<file path="config.mk">
export PLATFORM = sky130hd
export DESIGN_NAME = mig_app_arbiter_flat
export DESIGN_NICKNAME = d
export VERILOG_FILES = /design/src/rtl/mig_app_arbiter_if.sv /design/src/rtl/mig_app_arbiter.sv /design/src/flat_wrapper.sv
export SDC_FILE = /design/constraint.sdc
export NUM_CORES = 1
export LEC_CHECK = 0
export CORE_AREA = 2 2 250 252
export CTS_BUF_LIST = sky130_fd_sc_hd__clkbuf_8
export DETAILED_ROUTE_END_ITERATION = 10
export DIE_AREA = 0 0 252 254
export PLACE_DENSITY = 0.45
export SYNTH_ARGS = -nofsm -noshare
export SYNTH_HDL_FRONTEND = slang
export SYNTH_SLANG_ARGS = --single-unit
</file>
<file path="constraint.sdc">
create_clock -name clk -period 6.55 [get_ports clk]
set_input_delay 1.31 -clock clk [delete_from_list [all_inputs] [get_ports clk]]
set_output_delay 1.31 -clock clk [all_outputs]
set_load 0.01 [all_outputs]
</file>
<file path="src/rtl/mig_app_arbiter_if.sv">
`default_nettype none
// ============================================================================
// mig_app_arbiter_if : requester ports plus MIG app_* bus for mig_app_arbiter
// Revision: 1.0
// ============================================================================
interface mig_app_arbiter_if #(
   parameter int ADDR_WIDTH         = 28,
   parameter int DATA_WIDTH         = 128,
   parameter int MAX_RD_OUTSTANDING = 8
);
   localparam int MASK_WIDTH = DATA_WIDTH / 8;
   localparam int CNT_WIDTH  = $clog2(MAX_RD_OUTSTANDING) + 1;

   logic                  init_calib_complete_i;
   logic                  wr_req_i;
   logic [ADDR_WIDTH-1:0] wr_addr_i;
   logic [DATA_WIDTH-1:0] wr_data_i;
   logic [MASK_WIDTH-1:0] wr_mask_i;
   logic                  wr_ack_o;
   logic                  rd_req_i;
   logic [ADDR_WIDTH-1:0] rd_addr_i;
   logic                  rd_ack_o;
   logic [DATA_WIDTH-1:0] rd_data_o;
   logic                  rd_data_valid_o;
   logic [CNT_WIDTH-1:0]  rd_outstanding_o;
   logic                  rd_err_o;
   logic                  app_rdy_i;
   logic                  app_en_o;
   logic [2:0]            app_cmd_o;
   logic [ADDR_WIDTH-1:0] app_addr_o;
   logic                  app_wdf_rdy_i;
   logic                  app_wdf_wren_o;
   logic                  app_wdf_end_o;
   logic [DATA_WIDTH-1:0] app_wdf_data_o;
   logic [MASK_WIDTH-1:0] app_wdf_mask_o;
   logic [DATA_WIDTH-1:0] app_rd_data_i;
   logic                  app_rd_data_valid_i;

   // slave is the arbiter's view; master is the requesters and MIG around it
   modport slave (
      input  init_calib_complete_i, wr_req_i, wr_addr_i, wr_data_i, wr_mask_i,
      input  rd_req_i, rd_addr_i, app_rdy_i, app_wdf_rdy_i,
      input  app_rd_data_i, app_rd_data_valid_i,
      output wr_ack_o, rd_ack_o, rd_data_o, rd_data_valid_o, rd_outstanding_o, rd_err_o,
      output app_en_o, app_cmd_o, app_addr_o, app_wdf_wren_o, app_wdf_end_o,
      output app_wdf_data_o, app_wdf_mask_o
   );

   modport master (
      output init_calib_complete_i, wr_req_i, wr_addr_i, wr_data_i, wr_mask_i,
      output rd_req_i, rd_addr_i, app_rdy_i, app_wdf_rdy_i,
      output app_rd_data_i, app_rd_data_valid_i,
      input  wr_ack_o, rd_ack_o, rd_data_o, rd_data_valid_o, rd_outstanding_o, rd_err_o,
      input  app_en_o, app_cmd_o, app_addr_o, app_wdf_wren_o, app_wdf_end_o,
      input  app_wdf_data_o, app_wdf_mask_o
   );
endinterface
`default_nettype wire

</file>
<file path="src/rtl/mig_app_arbiter.sv">
`default_nettype none
// ============================================================================
// mig_app_arbiter : round-robin write/read sharing of one MIG app interface
// Revision: 1.0
// ============================================================================
module mig_app_arbiter #(
   parameter int ADDR_WIDTH         = 28,
   parameter int DATA_WIDTH         = 128,
   parameter int MAX_RD_OUTSTANDING = 8
) (
   input  logic             clk,
   input  logic             rst,
   mig_app_arbiter_if.slave bus
);
   localparam int MASK_WIDTH = DATA_WIDTH / 8;
   localparam int CNT_WIDTH  = $clog2(MAX_RD_OUTSTANDING) + 1;
   localparam logic [CNT_WIDTH-1:0] MAX_CNT = CNT_WIDTH'(MAX_RD_OUTSTANDING);

   localparam logic [1:0] S_IDLE = 2'd0;
   localparam logic [1:0] S_WR   = 2'd1;
   localparam logic [1:0] S_RD   = 2'd2;

   localparam logic [2:0] CMD_WRITE = 3'b000;
   localparam logic [2:0] CMD_READ  = 3'b001;

   localparam logic GRANT_RD = 1'b0;
   localparam logic GRANT_WR = 1'b1;

   logic [1:0]            state_q, state_d;
   logic                  last_grant_q, last_grant_d;
   logic                  app_en_q, app_en_d;
   logic [2:0]            app_cmd_q, app_cmd_d;
   logic [ADDR_WIDTH-1:0] app_addr_q, app_addr_d;
   logic                  wdf_wren_q, wdf_wren_d;
   logic [DATA_WIDTH-1:0] wdf_data_q, wdf_data_d;
   logic [MASK_WIDTH-1:0] wdf_mask_q, wdf_mask_d;
   logic                  wr_ack_q, wr_ack_d;
   logic                  rd_ack_q, rd_ack_d;
   logic [DATA_WIDTH-1:0] rd_data_q;
   logic                  rd_data_valid_q;
   logic [CNT_WIDTH-1:0]  rd_out_q, rd_out_d;
   logic                  rd_err_q, rd_err_d;

   logic w_arb_open;
   logic w_rd_eligible;
   logic w_grant_rd;
   logic w_grant_wr;
   logic w_cmd_accept;
   logic w_wdf_accept;
   logic w_wr_done;
   logic w_rd_done;
   logic w_rd_return;

   // An ack pulse blocks arbitration for its cycle: the requester still shows
   // its old req then, and granting it would issue the same transfer twice.
   assign w_arb_open    = (state_q == S_IDLE) && bus.init_calib_complete_i
                          && !wr_ack_q && !rd_ack_q;
   assign w_rd_eligible = bus.rd_req_i && (rd_out_q < MAX_CNT);
   assign w_grant_rd    = w_arb_open && w_rd_eligible
                          && (!bus.wr_req_i || (last_grant_q == GRANT_WR));
   assign w_grant_wr    = w_arb_open && bus.wr_req_i && !w_grant_rd;

   assign w_cmd_accept  = app_en_q && bus.app_rdy_i;
   assign w_wdf_accept  = wdf_wren_q && bus.app_wdf_rdy_i;
   assign w_wr_done     = (state_q == S_WR)
                          && (!app_en_q || w_cmd_accept)
                          && (!wdf_wren_q || w_wdf_accept);
   assign w_rd_done     = (state_q == S_RD) && w_cmd_accept;
   assign w_rd_return   = bus.app_rd_data_valid_i;

   always_ff @(posedge clk) begin
      if (rst) begin
         state_q <= S_IDLE;
      end else begin
         state_q <= state_d;
      end
   end

   always_comb begin
      state_d = state_q;
      unique case (state_q)
         S_IDLE: begin
            if (w_grant_wr) begin
               state_d = S_WR;
            end else if (w_grant_rd) begin
               state_d = S_RD;
            end
         end
         S_WR:    if (w_wr_done) state_d = S_IDLE;
         S_RD:    if (w_rd_done) state_d = S_IDLE;
         default: state_d = S_IDLE;
      endcase
   end

   always_comb begin
      last_grant_d = last_grant_q;
      app_en_d     = app_en_q;
      app_cmd_d    = app_cmd_q;
      app_addr_d   = app_addr_q;
      wdf_wren_d   = wdf_wren_q;
      wdf_data_d   = wdf_data_q;
      wdf_mask_d   = wdf_mask_q;

      if (w_grant_wr) begin
         last_grant_d = GRANT_WR;
         app_en_d     = 1'b1;
         app_cmd_d    = CMD_WRITE;
         app_addr_d   = bus.wr_addr_i;
         wdf_wren_d   = 1'b1;
         wdf_data_d   = bus.wr_data_i;
         wdf_mask_d   = bus.wr_mask_i;
      end else if (w_grant_rd) begin
         last_grant_d = GRANT_RD;
         app_en_d     = 1'b1;
         app_cmd_d    = CMD_READ;
         app_addr_d   = bus.rd_addr_i;
      end

      // Command and write-data channels retire independently
      if (w_cmd_accept) app_en_d   = 1'b0;
      if (w_wdf_accept) wdf_wren_d = 1'b0;

      wr_ack_d = w_wr_done;
      rd_ack_d = w_rd_done;

      rd_out_d = rd_out_q;
      if (w_rd_done && !(w_rd_return && (rd_out_q != '0))) begin
         rd_out_d = rd_out_q + CNT_WIDTH'(1);
      end else if (!w_rd_done && w_rd_return && (rd_out_q != '0)) begin
         rd_out_d = rd_out_q - CNT_WIDTH'(1);
      end

      rd_err_d = rd_err_q | (w_rd_return && (rd_out_q == '0));
   end

   always_ff @(posedge clk) begin
      if (rst) begin
         last_grant_q    <= GRANT_WR;
         app_en_q        <= 1'b0;
         app_cmd_q       <= CMD_WRITE;
         app_addr_q      <= '0;
         wdf_wren_q      <= 1'b0;
         wdf_data_q      <= '0;
         wdf_mask_q      <= '0;
         wr_ack_q        <= 1'b0;
         rd_ack_q        <= 1'b0;
         rd_data_q       <= '0;
         rd_data_valid_q <= 1'b0;
         rd_out_q        <= '0;
         rd_err_q        <= 1'b0;
      end else begin
         last_grant_q    <= last_grant_d;
         app_en_q        <= app_en_d;
         app_cmd_q       <= app_cmd_d;
         app_addr_q      <= app_addr_d;
         wdf_wren_q      <= wdf_wren_d;
         wdf_data_q      <= wdf_data_d;
         wdf_mask_q      <= wdf_mask_d;
         wr_ack_q        <= wr_ack_d;
         rd_ack_q        <= rd_ack_d;
         rd_data_q       <= bus.app_rd_data_i;
         rd_data_valid_q <= bus.app_rd_data_valid_i;
         rd_out_q        <= rd_out_d;
         rd_err_q        <= rd_err_d;
      end
   end

   assign bus.app_en_o         = app_en_q;
   assign bus.app_cmd_o        = app_cmd_q;
   assign bus.app_addr_o       = app_addr_q;
   assign bus.app_wdf_wren_o   = wdf_wren_q;
   assign bus.app_wdf_end_o    = wdf_wren_q;
   assign bus.app_wdf_data_o   = wdf_data_q;
   assign bus.app_wdf_mask_o   = wdf_mask_q;
   assign bus.wr_ack_o         = wr_ack_q;
   assign bus.rd_ack_o         = rd_ack_q;
   assign bus.rd_data_o        = rd_data_q;
   assign bus.rd_data_valid_o  = rd_data_valid_q;
   assign bus.rd_outstanding_o = rd_out_q;
   assign bus.rd_err_o         = rd_err_q;

endmodule
`default_nettype wire

</file>
<file path="src/flat_wrapper.sv">
// flat-port wrapper written by rule: the top's interface ports become plain ports
module mig_app_arbiter_flat 
#(
   parameter int ADDR_WIDTH         = 28,
   parameter int DATA_WIDTH         = 128,
   parameter int MAX_RD_OUTSTANDING = 8
)
  (clk, rst, bus_init_calib_complete_i, bus_wr_req_i, bus_wr_addr_i, bus_wr_data_i, bus_wr_mask_i, bus_rd_req_i, bus_rd_addr_i, bus_app_rdy_i, bus_app_wdf_rdy_i, bus_app_rd_data_i, bus_app_rd_data_valid_i, bus_wr_ack_o, bus_rd_ack_o, bus_rd_data_o, bus_rd_data_valid_o, bus_rd_outstanding_o, bus_rd_err_o, bus_app_en_o, bus_app_cmd_o, bus_app_addr_o, bus_app_wdf_wren_o, bus_app_wdf_end_o, bus_app_wdf_data_o, bus_app_wdf_mask_o);
  mig_app_arbiter_if #(.ADDR_WIDTH(ADDR_WIDTH), .DATA_WIDTH(DATA_WIDTH), .MAX_RD_OUTSTANDING(MAX_RD_OUTSTANDING)) bus_i ();
  input  logic clk;
  input  logic rst;
  input wire logic [$bits(bus_i.init_calib_complete_i)-1:0] bus_init_calib_complete_i;
  input wire logic [$bits(bus_i.wr_req_i)-1:0] bus_wr_req_i;
  input wire logic [$bits(bus_i.wr_addr_i)-1:0] bus_wr_addr_i;
  input wire logic [$bits(bus_i.wr_data_i)-1:0] bus_wr_data_i;
  input wire logic [$bits(bus_i.wr_mask_i)-1:0] bus_wr_mask_i;
  input wire logic [$bits(bus_i.rd_req_i)-1:0] bus_rd_req_i;
  input wire logic [$bits(bus_i.rd_addr_i)-1:0] bus_rd_addr_i;
  input wire logic [$bits(bus_i.app_rdy_i)-1:0] bus_app_rdy_i;
  input wire logic [$bits(bus_i.app_wdf_rdy_i)-1:0] bus_app_wdf_rdy_i;
  input wire logic [$bits(bus_i.app_rd_data_i)-1:0] bus_app_rd_data_i;
  input wire logic [$bits(bus_i.app_rd_data_valid_i)-1:0] bus_app_rd_data_valid_i;
  output wire logic [$bits(bus_i.wr_ack_o)-1:0] bus_wr_ack_o;
  output wire logic [$bits(bus_i.rd_ack_o)-1:0] bus_rd_ack_o;
  output wire logic [$bits(bus_i.rd_data_o)-1:0] bus_rd_data_o;
  output wire logic [$bits(bus_i.rd_data_valid_o)-1:0] bus_rd_data_valid_o;
  output wire logic [$bits(bus_i.rd_outstanding_o)-1:0] bus_rd_outstanding_o;
  output wire logic [$bits(bus_i.rd_err_o)-1:0] bus_rd_err_o;
  output wire logic [$bits(bus_i.app_en_o)-1:0] bus_app_en_o;
  output wire logic [$bits(bus_i.app_cmd_o)-1:0] bus_app_cmd_o;
  output wire logic [$bits(bus_i.app_addr_o)-1:0] bus_app_addr_o;
  output wire logic [$bits(bus_i.app_wdf_wren_o)-1:0] bus_app_wdf_wren_o;
  output wire logic [$bits(bus_i.app_wdf_end_o)-1:0] bus_app_wdf_end_o;
  output wire logic [$bits(bus_i.app_wdf_data_o)-1:0] bus_app_wdf_data_o;
  output wire logic [$bits(bus_i.app_wdf_mask_o)-1:0] bus_app_wdf_mask_o;
  assign bus_i.init_calib_complete_i = bus_init_calib_complete_i;
  assign bus_i.wr_req_i = bus_wr_req_i;
  assign bus_i.wr_addr_i = bus_wr_addr_i;
  assign bus_i.wr_data_i = bus_wr_data_i;
  assign bus_i.wr_mask_i = bus_wr_mask_i;
  assign bus_i.rd_req_i = bus_rd_req_i;
  assign bus_i.rd_addr_i = bus_rd_addr_i;
  assign bus_i.app_rdy_i = bus_app_rdy_i;
  assign bus_i.app_wdf_rdy_i = bus_app_wdf_rdy_i;
  assign bus_i.app_rd_data_i = bus_app_rd_data_i;
  assign bus_i.app_rd_data_valid_i = bus_app_rd_data_valid_i;
  assign bus_wr_ack_o = bus_i.wr_ack_o;
  assign bus_rd_ack_o = bus_i.rd_ack_o;
  assign bus_rd_data_o = bus_i.rd_data_o;
  assign bus_rd_data_valid_o = bus_i.rd_data_valid_o;
  assign bus_rd_outstanding_o = bus_i.rd_outstanding_o;
  assign bus_rd_err_o = bus_i.rd_err_o;
  assign bus_app_en_o = bus_i.app_en_o;
  assign bus_app_cmd_o = bus_i.app_cmd_o;
  assign bus_app_addr_o = bus_i.app_addr_o;
  assign bus_app_wdf_wren_o = bus_i.app_wdf_wren_o;
  assign bus_app_wdf_end_o = bus_i.app_wdf_end_o;
  assign bus_app_wdf_data_o = bus_i.app_wdf_data_o;
  assign bus_app_wdf_mask_o = bus_i.app_wdf_mask_o;
  mig_app_arbiter #(.ADDR_WIDTH(ADDR_WIDTH), .DATA_WIDTH(DATA_WIDTH), .MAX_RD_OUTSTANDING(MAX_RD_OUTSTANDING)) u_core (.clk(clk), .rst(rst), .bus(bus_i));
endmodule
</file>
==> flow_summary.yaml <==
worst_setup_path:
  path_cells: "clkdlybuf4s50_1 -> nand4b_1 -> nand2b_1 -> ha_1 -> a21oi_1 -> a21oi_1 -> or4b_2 -> nand3_1"
  critPathLaunchType: "input port"
  path_max_fanout: 6
  crit_buf_inv: 1
  cp_data_arrival_time_ns: 3.73
  end_kind: "flop"
  cp_num_cells: 8
  reg2reg_depth: 5
  path_class: "in2reg"
  required_ns: 7.14
  r2r_slack_ns: 3.96
  critPathTopFamily: "simple AND/OR/NAND/NOR gates"
  critPathMaxStageDelay_ns: 0.61
  crit_top_cell: "a21oi_1"
  cp_slowest_cell: "or4b_2"
run:
  maxCapViolations: 0
die:
  ios: 650
  start_util: 0.167
  dieArea_mm2: 0.0640
  die_x_um: 252
  rows: 91
  core_mm2: 0.0613
  die_h_um: 254
routing:
  wl_um: 42000
  ant_nets: 0
  vias_per_cell: 3.80
  dr.pass1.iters: 4
  drt_drc_violations_left: 0
  post_drt_wl_per_cell_um: 16.2
  vias: 9877
  dr.first_iter.drc_count: 379
sta:
  hold_ws_ns: 0.451
  max-slew-margin-rel: 0.370
  finalSetupViolations: 0
  hold_viol: 0
  post-route-period-util: 0.480
  tightest_slew_ns: 0.946
  rsz0062_at_grt: "false"
  setup_slack_ns: 3.41
  slew_viol_final: 0
  fmax_mhz: 318
  tns_ns: 0
  min_period_ns: 3.14
  clock_skew_ns: 0.0341
yosys:
  ys_ff_latch: 314
  synth_area_leaders: "dfxtp_1 61%, nand2_1 13%, nor2b_1 8.1%"
  yosys_warnings: 0
  syn_area_per_cell_um2: 9.08
  synth_edf_count: 0
  synth_top_area_cell: "dfxtp_1"
  ys_types: 37
  netlist_instances: 1128
  synthFlopType: "dfxtp_1"
  synthArstFlopShare: 0
  yosysSeqAreaShare: 0.614
  synth_area_mm2: 0.0102
  post-synth-top-area-fraction: 0.614
power_and_ir_drop:
  pwr-share-clk: 0.367
  pwr-share-seq: 0.429
  swShare: 0.281
  power_frac_comb: 0.204
  p_int_mw: 3.61
  power_switching_mw: 1.41
  leakage_nw: 6.73
  power.density_mw_per_mm2: 270
  power_mw: 5.02
  vdd_drop_max_mv: 0.151
cts:
  htree_levels: 2
  cts_tree: "yes"
  insertion_delay_ns: 0.66
  numClockSinks: 314
  cts_root_buffer: "clkbuf_8"
  clock_path_buffers: 3
  cts_resized: 0
  cts_buffers: 59
  cts_setup_buffers: 0
  path_clk_slew_ns: 0.06
  postCtsHoldBufs: 0
global_route:
  grt_pass1_vias: 9845
  grt_overflow: 0
  grt_usage: 0.123
  grt_max_degree: 172
  antenna_found_initial: 2
  grt_pass1_wl_um: 60700
finish:
  drive_gt1_frac: 0.0527
  nets: 2102
  post-route-util: 0.304
  final_cells: 2596
  final_area_mm2: 0.0186
  final_common_cell: "clkdlybuf4s50_1"
  final_cell_mix: "646 x clkdlybuf4s50_1, 344 x nand2_1, 314 x dfxtp_1"
  syn2layout_area_growth_pct: 81.5
status:
  outcome: "completed"
placed_design:
  dpl.cell_count: 2492
  dp_slack_ns: 2.76
  place.gp.congestion: 0.764
  io_buffers: 647
  dpl-instance-area_mm2: 0.0175
  dp_hpwl_um: 30300
min_path:
  whs_path_depth: 2
  worstHoldPathType: "reg2reg"
[per-layer routing]
| metal | part of all wire | GRT usage |
|---|---|---|
| met5 | 0 | 0 |
| met2 | 0.49 | 0.216 |
| met3 | 0.10 | 0.0519 |
| met1 | 0.38 | 0.132 |
| met4 | 0.028 | 0.0458 |
[cells in the mapped netlist, types with 2 or more instances]
| cell type | number |
|---|---|
| a211oi_1 | 2 |
| a21oi_1 | 150 |
| a311oi_1 | 28 |
| buf_2 | 20 |
| buf_4 | 5 |
| buf_6 | 2 |
| clkbuf_1 | 56 |
| dfxtp_1 | 314 |
| ha_1 | 2 |
| inv_1 | 2 |
| nand2_1 | 344 |
| nand2b_1 | 4 |
| nand3_1 | 4 |
| nand3b_1 | 2 |
| nor2_1 | 38 |
| nor2b_1 | 132 |
| nor3_1 | 2 |
| xnor2_1 | 2 |
[cell type report]
type	count	area (µm²)
Sequential cell	314	6290
Clock inverter	30	153
Antenna cell	3	7.51
Timing Repair Buffer	656	6590
Fill cell	6423	42700
Clock buffer	71	977
Multi-Input combinational cell	730	3590
Tap cell	790	988
Inverter	2	7.51
[flip-flops by register name, indices dropped and copies added (netlist names)]
| name | cells |
|---|---|
| u_core.bus.app_addr_o | 28 |
| u_core.bus.app_cmd_o | 1 |
| u_core.bus.app_en_o | 1 |
| u_core.bus.app_wdf_data_o | 128 |
| u_core.bus.app_wdf_end_o | 1 |
| u_core.bus.app_wdf_mask_o | 16 |
| u_core.bus.rd_ack_o | 1 |
| u_core.bus.rd_data_o | 128 |
| u_core.bus.rd_data_valid_o | 1 |
| u_core.bus.rd_err_o | 1 |
| u_core.bus.rd_outstanding_o | 4 |
| u_core.bus.wr_ack_o | 1 |
| u_core.last_grant_q | 1 |
| u_core.state_q | 2 |
[final timing paths]
| kind | endpoint | start |
|---|---|---|
| max | u_core.bus.rd_outstanding_o[3] | bus_app_rdy_i |
| min | u_core.bus.app_wdf_data_o[99] | u_core.bus.app_wdf_data_o[99] |
| max reg2reg | u_core.bus.app_addr_o[25] | u_core.state_q[1] |
| min reg2reg | u_core.bus.app_wdf_data_o[99] | u_core.bus.app_wdf_data_o[99] |
[worst register-to-register path, stage by stage, from the launching register on]
cell and delay (ns):
dfxtp_1 0.39, nor4_4 0.51, and4_4 0.48, buf_4 0.64, nand2_1 0.17, a311oi_1 0.30
[logic make-up (layout without fill, tap and decap cells)]
| logic type | after synthesis | after routing | synth area share |
|---|---|---|---|
| adders and majority gates | 3 | 3 | 0.00440 |
| other | 1 | 5 | 0.000366 |
| buffers and inverters | 85 | 759 | 0.0369 |
| and+or+nand+nor | 533 | 533 | 0.234 |
| DFF | 314 | 314 | 0.614 |
| AOI/OAI and AO/OA | 188 | 188 | 0.107 |
| xor gates and xnor gates | 3 | 3 | 0.00257 |
| muxes | 1 | 1 | 0.000977 |
[power groups by stage]
stage	logic, mW	registers [mW]	clock network (mW)
global placement	1.04	2.19	0
detailed placement	1.04	2.20	0
floorplan	0.343	2.26	0
CTS	1.05	2.16	1.94
global route	1.12	2.17	2.03
finish	1.02	2.15	1.84
Power figures use the tool's default switching activity.
